==> src/rtl/reset_seq_pkg.sv <==
// Shared types and helpers for the sequenced reset generator.
package reset_seq_pkg;

   typedef enum logic [1:0] {
      ST_WAIT_LOCK = 2'd0,
      ST_COUNT     = 2'd1,
      ST_DONE      = 2'd2
   } seq_state_t;

   // Ceiling log2, usable in parameter and localparam expressions.
   function automatic int clog2(input int value);
      int res;
      res = 0;
      for (int i = 0; i < 32; i++) begin
         if ((64'd1 << res) < 64'(value)) res = res + 1;
      end
      return res;
   endfunction

endpackage

==> src/rtl/reset_seq_gen_sync_2ff.sv <==
// Two-flop synchroniser with asynchronous active-low clear.
module sync_2ff (
   input  logic clk,
   input  logic rst_n,
   input  logic d,
   output logic q
);

   logic [1:0] sync_q;

   always_ff @(posedge clk or negedge rst_n) begin
      if (!rst_n) sync_q <= 2'b00;
      else        sync_q <= {sync_q[0], d};
   end

   assign q = sync_q[1];

endmodule

==> src/rtl/reset_seq_gen.sv <==
// Sequenced reset generator: qualifies PLL lock, then releases NUM_CH
// reset channels one at a time, DELAY cycles apart.
module reset_seq_gen
   import reset_seq_pkg::*;
#(
   parameter int NUM_CH      = 4,
   parameter int DELAY       = 1000,
   parameter int CNT_W       = 16,
   parameter int LOCK_FILTER = 8,
   parameter int LOGIC_LEVEL = 0,
   localparam int STG_W      = clog2(NUM_CH + 1)
) (
   input  logic              CLK,
   input  logic              RESETN,
   input  logic              LOCK,
   input  logic              SOFT_RST,
   output logic [NUM_CH-1:0] RESET,
   output logic [STG_W-1:0]  STAGE,
   output logic              DONE
);

   localparam int FLT_W = clog2(LOCK_FILTER + 1);
   localparam logic [CNT_W-1:0] CNT_LAST = CNT_W'(DELAY - 1);
   localparam logic [FLT_W-1:0] FLT_LAST = FLT_W'(LOCK_FILTER - 1);
   localparam logic [FLT_W-1:0] FLT_FULL = FLT_W'(LOCK_FILTER);
   localparam logic [STG_W-1:0] STG_LAST = STG_W'(NUM_CH - 1);

   generate
      if (NUM_CH < 1) begin : g_bad_num_ch
         $error("reset_seq_gen: NUM_CH must be >= 1");
      end
      if (DELAY < 1) begin : g_bad_delay
         $error("reset_seq_gen: DELAY must be >= 1");
      end
      if (CNT_W < clog2(DELAY + 1)) begin : g_bad_cnt_w
         $error("reset_seq_gen: CNT_W too narrow for DELAY");
      end
      if (LOCK_FILTER < 1) begin : g_bad_filter
         $error("reset_seq_gen: LOCK_FILTER must be >= 1");
      end
   endgenerate

   logic rstn_s;
   logic lock_s;

   sync_2ff u_rst_sync (
      .clk   (CLK),
      .rst_n (RESETN),
      .d     (1'b1),
      .q     (rstn_s)
   );

   sync_2ff u_lock_sync (
      .clk   (CLK),
      .rst_n (RESETN),
      .d     (LOCK),
      .q     (lock_s)
   );

   seq_state_t        state, state_n;
   logic [FLT_W-1:0]  fcnt, fcnt_n;
   logic [CNT_W-1:0]  cnt, cnt_n;
   logic [STG_W-1:0]  stage, stage_n;
   logic [NUM_CH-1:0] act, act_n;
   logic              done_q, done_n;
   logic              restart;

   // RESETN clears everything at once; rstn_s holds the FSM idle until the
   // synchronised release so the sequence starts on a clean edge.
   always_ff @(posedge CLK or negedge RESETN) begin
      if (!RESETN) begin
         state  <= ST_WAIT_LOCK;
         fcnt   <= '0;
         cnt    <= '0;
         stage  <= '0;
         act    <= '1;
         done_q <= 1'b0;
      end else if (!rstn_s) begin
         state  <= ST_WAIT_LOCK;
         fcnt   <= '0;
         cnt    <= '0;
         stage  <= '0;
         act    <= '1;
         done_q <= 1'b0;
      end else begin
         state  <= state_n;
         fcnt   <= fcnt_n;
         cnt    <= cnt_n;
         stage  <= stage_n;
         act    <= act_n;
         done_q <= done_n;
      end
   end

   assign restart = ((state != ST_WAIT_LOCK) && !lock_s) || SOFT_RST;

   always_comb begin
      state_n = state;
      fcnt_n  = fcnt;
      cnt_n   = cnt;
      stage_n = stage;
      act_n   = act;
      done_n  = done_q;
      if (restart) begin
         state_n = ST_WAIT_LOCK;
         fcnt_n  = '0;
         cnt_n   = '0;
         stage_n = '0;
         act_n   = '1;
         done_n  = 1'b0;
      end else begin
         case (state)
            ST_WAIT_LOCK: begin
               if (!lock_s) begin
                  fcnt_n = '0;
               end else if (fcnt == FLT_LAST) begin
                  fcnt_n  = FLT_FULL;
                  cnt_n   = '0;
                  state_n = ST_COUNT;
               end else begin
                  fcnt_n = fcnt + 1'b1;
               end
            end
            ST_COUNT: begin
               if (cnt == CNT_LAST) begin
                  for (int i = 0; i < NUM_CH; i++) begin
                     if (STG_W'(i) == stage) act_n[i] = 1'b0;
                  end
                  stage_n = stage + 1'b1;
                  cnt_n   = '0;
                  if (stage == STG_LAST) begin
                     done_n  = 1'b1;
                     state_n = ST_DONE;
                  end
               end else begin
                  cnt_n = cnt + 1'b1;
               end
            end
            default: ;
         endcase
      end
   end

   // Polarity is a constant, so this is a plain register output.
   assign RESET = (LOGIC_LEVEL != 0) ? act : ~act;
   assign STAGE = stage;
   assign DONE  = done_q;

endmodule
==> config.mk <==
export PLATFORM = sky130hd
export DESIGN_NAME = reset_seq_gen
export DESIGN_NICKNAME = d
export VERILOG_FILES = /design/src/rtl/reset_seq_pkg.sv /design/src/rtl/reset_seq_gen_sync_2ff.sv /design/src/rtl/reset_seq_gen.sv
export SDC_FILE = /design/constraint.sdc
export NUM_CORES = 1
export LEC_CHECK = 0
export BUFFER_PORTS_ARGS = -buffer_cell sky130_fd_sc_hd__buf_2
export CAP_MARGIN = 10
export CORE_ASPECT_RATIO = 1.4
export CORE_UTILIZATION = 44
export DETAILED_ROUTE_END_ITERATION = 10
export GPL_ROUTABILITY_DRIVEN = 1
export GPL_TIMING_DRIVEN = 1
export MAX_ROUTING_LAYER = met4
export PLACE_DENSITY_LB_ADDON = 0.08
export SLEW_MARGIN = 20
export SYNTH_ARGS = -nofsm -noshare
export SYNTH_HDL_FRONTEND = slang
export SYNTH_HIERARCHICAL = 1
export SYNTH_SLANG_ARGS = --single-unit
==> constraint.sdc <==
create_clock -name CLK -period 1.69 [get_ports CLK]
set_input_delay 0.169 -clock CLK [delete_from_list [all_inputs] [get_ports CLK]]
set_output_delay 0.169 -clock CLK [all_outputs]
set_load 0.01 [all_outputs]
After elaboration in Yosys (flattened, before gate mapping) --
Cells that the tools add are included.
Storage, ports and cells: register bits after elaboration 34, output and inout port bits 8, word-level logic and storage cells 84
Operators by class: multiplexer cells 35, reductions and logical operators 14, equal/unequal tests 20, add/subtract/negate cells 3, bitwise gates (word level) 1
Operator list (count):
- $mux 16 | 5
- $mux 4 | 9
- $pmux 16 s2 | 1
- $ne 3x3->1 const B | 8
- $reduce_and 3->1 | 6
- $add 16x1->16 const B | 1
- $eq 16x10->1 const B | 1
- $ne 4x4->1 const B | 4
- $mux 2 | 6
- $mux 3 | 4
- $mux 1 | 9
- $eq 2x3->1 const A | 2
- $reduce_and 5->1 | 1
- $add 4x1->4 const B | 1
- $eq 4x3->1 const B | 1
- $ne 4x3->1 const B | 1
- $not 4->4 | 1
- $pmux 2 s2 | 1
- $add 3x1->3 const B | 1
- $eq 1x3->1 const A | 1
- $eq 3x2->1 const B | 1
- $logic_not 3->1 | 1
- $eq 2x1->1 const B | 1
- $logic_not 2->1 | 1
- 5 further kinds | 5

Logic depth before layout (Yosys ltp) --
depth in word-level cells 6, mapped depth 6

Cells and area by module --
The synthesis kept the hierarchy.
Modules (own cells, without submodules):
- reset_seq_gen | times used 1, cells each 197, sequential area each 755.7 um2, area each 1838.0 um2
- sync_2ff | times used 2, cells each 2, sequential area each 50.0 um2, area each 50.0 um2

Least setup slack after synthesis --
Ideal clock, no wire load.
path type flip-flop to flip-flop, start point reg cnt[0], end point reg cnt[11], clock period less this slack 1.604 ns, arrival time 1.522 ns, path slack 0.086 ns, library setup time 0.082 ns, required time 1.608 ns, cell stages (with the launch flop) 7, cell sequence dfrtp_1 -> ha_1 -> nor4bb_1 -> and4_4 -> buf_6 -> o41a_1 -> a31oi_1
On the way: cells in the longest elaborated chain, start to end 5, elaborated cells on any way between the ends 6, classes of those cells 1 x add/sub; 1 x eq/ne; 4 x mux
RTL lines:
- start, declared | RTL line reset_seq_gen.sv:62 | logic [CNT_W-1:0] cnt, cnt_n;
- start signal, assigned | RTL line reset_seq_gen.sv:88 | cnt <= cnt_n;
- $add 16x1->16 or $eq 16x10->1 (tied branches) | RTL line reset_seq_gen.sv:136, reset_seq_gen.sv:125
- $mux 16 (*) | RTL line reset_seq_gen.sv:125 | if (cnt == CNT_LAST) begin
- $pmux 16 s2 (*) | RTL line reset_seq_gen.sv:112 | case (state)
- $mux 16 (*) | RTL line reset_seq_gen.sv:104 | if (restart) begin
- $mux 16 (*) | RTL line reset_seq_gen.sv:78 | end else if (!rstn_s) begin
Mark *: on every way between the ends. The rest lies on a longest branch, timed or not. A chain may end at the register's enable or synchronous reset.

Worst setup path after layout --
start point reg cnt[5], end point reg cnt[15]
The elaborated chain is that of the path after synthesis.

==> qor.csv <==
metric,value,unit
run_status,finished clean,
pre_cts_slack,-0.0227,ns
mostFrequentLayoutCell,dfrtp_1,
post_route_cells_drive_above_1_share,26.6,%
clk_transition_reported_paths,0.07,ns
min_period_over_period,98.4,%
dr_total_vias,1708,
cts_tree,built,
grt_use_total,22.7,%
layout_common_cells,"dfrtp_1, a31oi_1, buf_4, nand2_1, nand3_1",
grt_setup_unrepaired,yes,
cts_max_path_buffers,2,
ys_types,54,
power-per-cell-area,701,nW/µm²
synth_edf_count,0,
clock_latency,0.29,ns
drt_pre_antenna_iters,4,
die_width,58.1,µm
post_synth.cell_area_avg,9.64,µm²
totalWireLength,4650,µm
clk_root_buffer_cell,clkbuf_8,
maximum_number_of_pins_on_one_net_before_global_route_repair,35,
grt_pass1_wl,7820,µm
yosysSeqAreaShare,44.2,%
floorplan.core_area,4240,µm²
crit_type,flip-flop to flip-flop,
wl_met3,165,µm
post_drt_wl_per_cell,15.9,µm
tritoncts.num_buffers,5,
htreeDepth,2,
post-route-min-period,1.66,ns
yosys_warnings,6,
io_buffers,11,
number_of_global_route_vias_before_repair,1666,
top_level_ports,12,
end_kind,flip-flop,
height_of_the_die,80.5,µm
required,1.91,ns
maxUsedRoutingLayer,met4,
drv_cap,0,
highest_fanout_seen_on_the_critical_path,4,
worst_setup_path_startpoint,cnt[5],
antenna_cells_inserted,0,
finalHoldViolCount,0,
hpwlAfterDp,3230,µm
dominantRegCellSynth,dfrtp_1,
vias_per_cell,5.83,
final_util,56.0,%
detail_route.drc_violations,0,
dp_cells,279,
ys_async_sr_fraction,100,%
placementRows,28,
min-delay-start,SOFT_RST,
die_area,4680,µm²
slew_viol_final,0,
setup_ws,0.0275,ns
cts_num_sinks,34,
syn_area,1940,µm²
initial_core_util,45.7,%
timing.critical_path.from_type,flip-flop,
timing.hold.worst.class,input pin to flip-flop,
met2RoutedLength,2480,µm
relSlewSlack,48.1,%
post_layout_nonfiller_instances,293,
reg2reg_launch_point,cnt[5],
final.setup_skew,0.00548,ns
clock.fmax,0.601,GHz
dr.first_iter.drc_count,113,
postSynthNetCount,212,
power_leakage,0.992,nW
antenna_violations_before_repair,0,
routability_congestion,0.898,
worst_ep_arrival_time,1.88,ns
synthToLayoutAreaGrowth,22.5,%
m1WireLength,1930,µm
overflow,0,
layout.nets,243,
post_synth_inst_count,201,
worstMarginPinSlew,0.778,ns
synth_seq_cells,34,
ant_nets,0,
timing.setup.tns,0,ns
timing.final.setup_violations,0,
vdd_drop_max,0.000408,V
[cell families (layout without fill, tap and decap cells)]
logic type,Yosys count,after routing,share of synthesized area (%)
mux,1,1,0.516
compound gates,52,52,18.1
flops,34,34,44.2
other cells,1,1,0.193
xor+xnor,1,1,0.452
buf+inv,24,56,5.68
fa+ha+maj,7,7,4.52
simple gates,81,81,26.4
[stage by stage]
stage,hold WS [ns],total power [mW],cell area (µm²)
finish,0.336,1.66,2370
global route,0.360,1.72,2370
floorplan,-0.127,0.861,1940
detailed placement,0.280,0.892,2150
CTS,0.342,1.69,2310
global placement,0.271,0.890,2150
[final timing paths]
| path | end | slack [ns] | cells past startpoint |
|---|---|---|---|
| max | cnt[15] | 0.03 | 5 |
| max in group asynchronous | cnt[3] | 0.65 | 2 |
| min | state[1] | 0.34 | 3 |
| min in group asynchronous | cnt[7] | 0.49 | 2 |
| max reg2reg | cnt[15] | 0.03 | 5 |
| min reg2reg | u_lock_sync/sync_q[1] | 0.36 | 0 |
[what timing repair did]
action                     CTS  global route
gates resized for setup      1            11
setup endpoints to repair    5            21
pin swaps                    1             2
hold endpoints to repair    31             0
hold buffers                 2             0
setup buffers                1             3
cloned                       0             0
[area by class of cell]
cell class	instances	area, µm²
clock inverter	1	30.0
inverter	13	48.8
clock buffer	7	86.3
fill	398	1870
multi-input combinational	143	1000
sequential	34	857
tap	60	75.1
timing repair buffer	35	277
[registers in the layout, summed over array words and instances, names as in the netlist]
signal / cells
STAGE: 3
act: 4
fcnt: 4
cnt: 16
u_lock_sync/sync_q: 2
DONE: 1
state: 2
u_rst_sync/sync_q: 2
[synth_stat cells, types with 3 or more instances]
cell type / n / area share, %
dfrtp_1: 30 / 39
a31oi_1: 18 / 5.8
nand2_1: 14 / 2.7
nand3_1: 14 / 3.6
inv_1: 13 / 2.5
a21oi_1: 10 / 2.6
nand4_1: 8 / 2.6
ha_1: 7 / 4.5
nand3b_1: 7 / 2.7
o21ai_0: 7 / 1.8
nor2_1: 6 / 1.2
dfstp_2: 4 / 5.4
nor3_1: 4 / 1.0
a21o_1: 3 / 1.2
buf_2: 3 / 0.77
clkbuf_1: 3 / 0.58
nor4_1: 3 / 0.97
[critical path, cell delays in order, from the launching register on]
cell      delay (ns)
dfrtp_1         0.43
buf_4           0.17
nand4_1         0.11
or4_4           0.53
or2_0           0.22
o211ai_2        0.13
[per-layer routing]
layer,track usage [%],vias up
li1,-,819
met1,25.1,840
met2,39.8,40
met3,4.19,9
met4,9.05,0
met5,-,-
[where the power goes]
part	internal [mW]	switching (mW)	total (mW)
Combinational	0.0233	0.0385	0.0618
Clock	0.481	0.297	0.778
Sequential	0.820	0.00372	0.824
Total	1.32	0.339	1.66
Note: power is estimated with default switching activity, not from simulation.
